File: src/rtl/infix_to_rpn_if.sv
// Character handshake bundle between the host source, the
// infix-to-RPN converter and the RPN calculator input port.
interface infix_to_rpn_if;
  logic       IN_STB;
  logic [7:0] IN_CHAR;
  logic       IN_ACK;
  logic       OUT_STB;
  logic [7:0] OUT_CHAR;
  logic       OUT_ACK;
  logic       ERR;

  modport master (
    output IN_STB, IN_CHAR, OUT_ACK,
    input  IN_ACK, OUT_STB, OUT_CHAR, ERR
  );

  modport slave (
    input  IN_STB, IN_CHAR, OUT_ACK,
    output IN_ACK, OUT_STB, OUT_CHAR, ERR
  );
endinterface

File: src/rtl/infix_to_rpn.sv
// Shunting-yard infix-to-postfix converter with an operator stack.
// Define I2R_ERR_CHAR_EN to emit '?' when entering the error state.
module infix_to_rpn #(
  parameter int STACK_DEPTH = 8,
  parameter int PTR_W       = 4
) (
  input logic           CLK,
  input logic           RST,
  infix_to_rpn_if.slave bus
);

  typedef enum logic [2:0] {
    S_IN,
    S_POP_OP,
    S_POP_PAREN,
    S_FLUSH,
    S_EQ,
    S_ERR,
    S_ERR_CH
  } state_t;

  localparam logic [7:0] C_ADD = 8'h2B;
  localparam logic [7:0] C_SUB = 8'h2D;
  localparam logic [7:0] C_MUL = 8'h2A;
  localparam logic [7:0] C_DIV = 8'h2F;
  localparam logic [7:0] C_LP  = 8'h28;
  localparam logic [7:0] C_RP  = 8'h29;
  localparam logic [7:0] C_EQ  = 8'h3D;
  localparam logic [7:0] C_SP  = 8'h20;
  localparam logic [7:0] C_QM  = 8'h3F;

  localparam logic [PTR_W-1:0] FULL = PTR_W'(STACK_DEPTH);
  localparam logic [PTR_W-1:0] ONE  = PTR_W'(1);

`ifdef I2R_ERR_CHAR_EN
  localparam state_t ERR_ENTRY = S_ERR_CH;
`else
  localparam state_t ERR_ENTRY = S_ERR;
`endif

  function automatic logic is_op(input logic [7:0] c);
    return c == C_ADD || c == C_SUB ||
           c == C_MUL || c == C_DIV;
  endfunction

  function automatic logic hi_prec(input logic [7:0] c);
    return c == C_MUL || c == C_DIV;
  endfunction

  function automatic logic is_digit(input logic [7:0] c);
    return c >= 8'h30 && c <= 8'h39;
  endfunction

  state_t           state, nxt;
  logic [PTR_W-1:0] depth;
  logic [7:0]       stack [0:(1<<PTR_W)-1];
  logic [7:0]       pend;
  logic             out_stb;
  logic [7:0]       out_char;

  logic       accept, empty, full;
  logic [7:0] top, c;
  logic       load, push, pop, clear, pend_we;
  logic [7:0] load_char, push_char;

  assign c      = bus.IN_CHAR;
  assign empty  = depth == '0;
  assign full   = depth == FULL;
  assign top    = stack[depth - ONE];
  assign accept = bus.IN_STB && bus.IN_ACK;

  assign bus.IN_ACK   = !RST && !out_stb &&
                        (state == S_IN || state == S_ERR);
  assign bus.OUT_STB  = out_stb;
  assign bus.OUT_CHAR = out_char;
  assign bus.ERR      = !RST &&
                        (state == S_ERR || state == S_ERR_CH);

  always_comb begin
    nxt       = state;
    load      = 1'b0;
    load_char = 8'h00;
    push      = 1'b0;
    push_char = 8'h00;
    pop       = 1'b0;
    clear     = 1'b0;
    pend_we   = 1'b0;
    unique case (state)
      S_IN: if (accept) begin
        unique case (1'b1)
          is_digit(c): begin
            load      = 1'b1;
            load_char = c;
          end
          is_op(c): begin
            pend_we = 1'b1;
            nxt     = S_POP_OP;
          end
          c == C_LP: begin
            if (full) nxt = ERR_ENTRY;
            else begin
              push      = 1'b1;
              push_char = c;
            end
          end
          c == C_RP: nxt = S_POP_PAREN;
          c == C_EQ: nxt = S_FLUSH;
          c == C_SP: nxt = S_IN;
          default:   nxt = ERR_ENTRY;
        endcase
      end
      S_POP_OP: if (!out_stb) begin
        // Left-assoc: equal precedence on top pops first
        if (!empty && is_op(top) &&
            (hi_prec(top) || !hi_prec(pend))) begin
          pop       = 1'b1;
          load      = 1'b1;
          load_char = top;
        end else if (full) begin
          nxt = ERR_ENTRY;
        end else begin
          push      = 1'b1;
          push_char = pend;
          nxt       = S_IN;
        end
      end
      S_POP_PAREN: if (!out_stb) begin
        if (empty) nxt = ERR_ENTRY;
        else if (top == C_LP) begin
          pop = 1'b1;
          nxt = S_IN;
        end else begin
          pop       = 1'b1;
          load      = 1'b1;
          load_char = top;
        end
      end
      S_FLUSH: if (!out_stb) begin
        if (empty) nxt = S_EQ;
        else if (top == C_LP) nxt = ERR_ENTRY;
        else begin
          pop       = 1'b1;
          load      = 1'b1;
          load_char = top;
        end
      end
      S_EQ: if (!out_stb) begin
        load      = 1'b1;
        load_char = C_EQ;
        nxt       = S_IN;
      end
      S_ERR: if (accept && c == C_EQ) begin
        clear = 1'b1;
        nxt   = S_IN;
      end
      S_ERR_CH: if (!out_stb) begin
        load      = 1'b1;
        load_char = C_QM;
        nxt       = S_ERR;
      end
      default: nxt = S_IN;
    endcase
  end

  always_ff @(posedge CLK) begin
    if (RST) begin
      state    <= S_IN;
      depth    <= '0;
      pend     <= 8'h00;
      out_stb  <= 1'b0;
      out_char <= 8'h00;
    end else begin
      state <= nxt;
      if (pend_we) pend <= c;
      if (load) begin
        out_stb  <= 1'b1;
        out_char <= load_char;
      end else if (out_stb && bus.OUT_ACK) begin
        out_stb <= 1'b0;
      end
      if (clear)     depth <= '0;
      else if (push) depth <= depth + ONE;
      else if (pop)  depth <= depth - ONE;
    end
  end

  always_ff @(posedge CLK) begin
    if (!RST && push) stack[depth] <= push_char;
  end

endmodule
File: src/flat_wrapper.sv
// flat-port wrapper written by rule: the top's interface ports become plain ports
module infix_to_rpn_flat 
#(
  parameter int STACK_DEPTH = 8,
  parameter int PTR_W       = 4
)
  (CLK, RST, bus_IN_STB, bus_IN_CHAR, bus_OUT_ACK, bus_IN_ACK, bus_OUT_STB, bus_OUT_CHAR, bus_ERR);
  infix_to_rpn_if bus_i ();
  input logic CLK;
  input logic RST;
  input wire logic [$bits(bus_i.IN_STB)-1:0] bus_IN_STB;
  input wire logic [$bits(bus_i.IN_CHAR)-1:0] bus_IN_CHAR;
  input wire logic [$bits(bus_i.OUT_ACK)-1:0] bus_OUT_ACK;
  output wire logic [$bits(bus_i.IN_ACK)-1:0] bus_IN_ACK;
  output wire logic [$bits(bus_i.OUT_STB)-1:0] bus_OUT_STB;
  output wire logic [$bits(bus_i.OUT_CHAR)-1:0] bus_OUT_CHAR;
  output wire logic [$bits(bus_i.ERR)-1:0] bus_ERR;
  assign bus_i.IN_STB = bus_IN_STB;
  assign bus_i.IN_CHAR = bus_IN_CHAR;
  assign bus_i.OUT_ACK = bus_OUT_ACK;
  assign bus_IN_ACK = bus_i.IN_ACK;
  assign bus_OUT_STB = bus_i.OUT_STB;
  assign bus_OUT_CHAR = bus_i.OUT_CHAR;
  assign bus_ERR = bus_i.ERR;
  infix_to_rpn #(.STACK_DEPTH(STACK_DEPTH), .PTR_W(PTR_W)) u_core (.CLK(CLK), .RST(RST), .bus(bus_i));
endmodule
File: config.mk
export PLATFORM = sky130hd
export DESIGN_NAME = infix_to_rpn_flat
export DESIGN_NICKNAME = d
export VERILOG_FILES = /design/src/rtl/infix_to_rpn_if.sv /design/src/rtl/infix_to_rpn.sv /design/src/flat_wrapper.sv
export SDC_FILE = /design/constraint.sdc
export NUM_CORES = 1
export LEC_CHECK = 0
export BUFFER_PORTS_ARGS = -buffer_cell sky130_fd_sc_hd__buf_2
export CAP_MARGIN = 20
export CORE_MARGIN = 1
export CORE_UTILIZATION = 50
export DETAILED_ROUTE_END_ITERATION = 8
export PLACE_DENSITY_LB_ADDON = 0.15
export SLEW_MARGIN = 40
export SYNTH_ARGS = -nofsm -noshare
export SYNTH_HDL_FRONTEND = slang
export SYNTH_SLANG_ARGS = --single-unit
File: constraint.sdc
create_clock -name CLK -period 12.7 [get_ports CLK]
set_input_delay 0.635 -clock CLK [delete_from_list [all_inputs] [get_ports CLK]]
set_output_delay 0.635 -clock CLK [all_outputs]
set_load 0.05 [all_outputs]
==> run summary <==
The cell total after placement came out at about 670. The root buffer cell chosen for the clock tree is clkbuf_16. The post-placement setup slack came out at ~7.6 ns. The number of register bits inferred by synthesis is between 150 and 200.

The die area came out at about 15,000 um^2. The number of clock sinks came out at ~150. Of all nets on the critical path, the largest fanout is 43. The average instance in the mapped netlist occupies around 14 um^2. The detailed router's first-iteration violation count came out at between 400 and 500.

The overall track demand over capacity in global routing is 24.0%. The count of final max-slew check failures came out at 0. The maximum buffer depth of the clock tree is 2. The clock-pin slew on the worst setup and hold paths is approximately 0.070 ns. The number of vias per cell after detailed routing came out at roughly 6.1. The total half-perimeter wirelength after legalization and detailed placement is between 10,000 and 15,000 um. The area of the placeable core is ~14,000 um^2.

The critical path start-end classification is flop to flop. In this run, the clock network consumes between 30% and 40% of the power. In this run the static leakage power is roughly 2.9 nW. The number of placed I/O pins is 23.

Setup slack on the worst reg-to-reg path comes out at slightly below 8 ns. The number of instances in the synthesized netlist came out at just under 500. The uppermost layer routed is met4. Measured on the finished design, the core utilization comes to between 50% and 60%. The final-layout worst hold slack came out at 0.472 ns. The number of H-tree branching levels is 4. The post-synthesis cell type count is 59. The final setup skew is between 0.007 and 0.008 ns. The remaining antenna violation count came out at 0. The initial utilization of the core area, before any placement, comes to between 50% and 60%.

The achievable frequency is 208 MHz. In this run, post-CTS hold repair placed 0 buffers. Summing internal, switching and leakage power gives about 1.5 mW. The via total after detailed routing is ~4,300. The placement row count is 43. The count of endpoints failing hold in the final timing report is 0. The worst stage delay on the critical path is roughly 0.74 ns. The insertion delay to the later sink of the worst-skew pair came out at around 0.43 ns. Post-CTS timing repair inserted 0 buffers for setup. The routed design uses 764 um of met3 wire. The length of routed wiring on met1 came out at between 7000 and 8000 um. The design internal power is between 1 and 1.5 mW. The final worst slack came out at 7.90 ns.

The fraction of registers with async set or reset after synthesis came out at 0%. The flow ran to the end, and the final reports show no timing, DRC or antenna violations. Per report_power, the combinational group accounts for around 28% of the total. The slew at the pin with the worst max-slew slack came out at 0.822 ns.

Summed over all nets, wire length on met2 after detailed routing comes to between 7000 and 8000 um. The net load switching power came out at 490 uW. The global route total overflow is 0.

The number of filler instances in the final layout is between 1,000 and 1,500. The quantity of I/O buffers inserted on ports came out at 22. Entering global routing, the biggest net connects 44 pins.

The count of maximum capacitance violations came out at 0. The maximum vdd drop is between 0.1 and 0.15 mV. The worst max-slew margin expressed relative to the limit is between 40% and 50%. The number of endpoints failing setup at the final stage came out at 0. The worst hold path belongs to the class flop to flop.

The post-synth design cell area came out at 7060 um^2. The total negative slack came out at 0 ns. The die span in x is 121 um.

In the finished design, the share of the clock period the worst path needs comes to between 30 and 40%. The switching share of power is between 30% and 40%. The dominant register cell in the synthesized netlist is edfxtp_1. The worst setup path is launched from a flop. The net count of the finished layout is around 530. The post-place instance area is between 7000 and 8000 um^2.

The count of instances resized after the clock tree is built came out at 0. Of the synthesized area, sequential elements account for 61.3%. Power spread over the standard cell area amounts to around 190 nW/um^2. The number of buffers added by the clock tree synthesis step is 17. In the final layout, the share of cells above drive strength 1 is approximately 23%.

The critical path capture point type is a flop. The number of iterations in the first detailed-routing pass is 5. The data arrival time of the critical path came out at between 4 and 5 ns. In the routed design, unresolved DRC markers number 0. By instance count, the cell type seen most on the critical path is buf_4. Of the total power, registers draw 37.8%. The critical path goes through buf_4, inv_2, ha_4, inv_2, mux4_2, and2_0, o32ai_1, nand4b_1, a21oi_2, buf_4, nor4_1, buf_4. Leaving out filler cells and counting taps, the final layout contains 705. Setup repair after global routing left no endpoint under its margin.

The slowest stage of the critical path belongs to the cell ha_4. The weighted congestion at the end of routability-driven global placement is between 0.9 and 1. The number of global-route vias before repair was roughly 4,200.

The wire length of the first global-routing pass came out at 24,600 um. The area growth from synthesis to layout is 14.2%. The overall die height came out at about 120 um.

TritonCTS built the clock tree. The number of antenna violations at the first check in global routing came out at 0. In this run, synthesis inferred approximately 130 flip-flops with an integrated enable. The number of synthesis warnings came out at 0. The repair_antennas step left the layout with diodes totalling 0. The minimum clock period after layout came out at approximately 4.8 ns. The critical path data required time is 12.90 ns. The detailed-route wire length is about 16,000 um.

In the final routed layout, each cell accounts on average for about 23 um. The post-route cell area came out at roughly 8100 um^2.
[final cells by class]
| type | count | area, um^2 | share of cell area [%] |
|---|---|---|---|
| sequential | 152 | 4330 | 53.7 |
| multi-input combinational | 307 | 2730 | 33.9 |
| clock buffer | 17 | 425 | 5.28 |
| tap | 180 | 225 | 2.80 |
| clock inverter | 15 | 183 | 2.27 |
| timing repair buffer | 25 | 133 | 1.65 |
| inverter | 9 | 33.8 | 0.419 |
[sequential cells by signal (all words and copies together), names as in the netlist]
| name | count |
|---|---|
| u_core.state | 3 |
| u_core.stack | 128 |
| u_core.depth | 4 |
| u_core.pend | 8 |
| u_core.bus.OUT_CHAR | 8 |
| u_core.bus.OUT_STB | 1 |
[power groups by stage]
stage	Sequential [mW]	Combinational (mW)	Clock, mW
floorplan	0.594	0.327	0
global placement	0.579	0.403	0
detailed placement	0.579	0.414	0
CTS	0.569	0.415	0.523
global route	0.572	0.450	0.544
finish	0.570	0.420	0.518
[critical path, delay by kind of cell (launching register included)]
| kind | cells | cell delay (ns) |
|---|---|---|
| AOI/OAI and AO/OA | 2 | 0.58 |
| DFF | 1 | 0.31 |
| buffers and inverters | 5 | 1.74 |
| muxes | 1 | 0.55 |
| adders and majority gates | 1 | 0.74 |
| and+or+nand+nor | 3 | 0.60 |
[layer usage]
metal  GRT usage [%]  vias up
met2            36.4      137
met5               0        -
met3            5.28       34
met4            10.6        0
met1            33.2     2146
li1                -     1971
[final timing paths]
check,to,cells past startpoint,from
max,u_core.stack[0][1],12,u_core.depth[0]
min,u_core.bus.OUT_CHAR[2],2,u_core.bus.OUT_CHAR[2]
max reg2reg,u_core.stack[0][1],12,u_core.depth[0]
min reg2reg,u_core.bus.OUT_CHAR[2],2,u_core.bus.OUT_CHAR[2]
[cell families after synthesis]
family | Yosys count | share of synthesized area (%)
mux | 104 | 18.2
xor+xnor | 5 | 0.727
flops | 152 | 61.3
fa+ha+maj | 5 | 0.887
compound gates | 56 | 5.69
simple gates | 129 | 10.4
buf+inv | 35 | 2.78
other cells | 1 | 0.0531
[Yosys cell counts (5+ instances only)]
cell | count | share of area (%)
o21ai_0 | 6 | 0.43
dfxtp_1 | 24 | 6.8
nor2_1 | 23 | 1.2
clkbuf_1 | 11 | 0.59
nor2b_1 | 5 | 0.44
mux2i_1 | 72 | 10
and3_1 | 8 | 0.71
buf_2 | 8 | 0.57
nor3_1 | 15 | 1.1
mux4_2 | 18 | 5.7
nand2b_1 | 9 | 0.80
edfxtp_1 | 128 | 54
nand3_1 | 9 | 0.64
nand4b_1 | 5 | 0.62
inv_1 | 7 | 0.37
nor3b_1 | 7 | 0.74
a21oi_1 | 12 | 0.85
nor4_1 | 10 | 0.89
nand2_1 | 17 | 0.90
a31oi_1 | 6 | 0.53
mux2_2 | 14 | 2.2
ha_1 | 5 | 0.89
o211ai_1 | 5 | 0.53
[placed cells by master, fill, tap and decap left out, types with 4 or more instances in the layout]
cell and instances:
a21oi_1 12, a31oi_1 6, and3_1 5, buf_2 22
clkbuf_16 17, conb_1 8, dfxtp_1 22, edfxtp_1 128
ha_1 4, inv_1 7, inv_6 4, inv_8 4
mux2_2 14, mux2i_1 72, mux4_2 18, nand2_1 17
nand2b_1 9, nand3_1 9, nand3b_1 4, nand4_1 4
nand4b_1 5, nor2_1 23, nor2b_1 5, nor3_1 8
nor3_2 7, nor3b_1 7, nor4_4 7, o211ai_1 5
o21ai_0 6
Power figures use the tool's default switching activity.
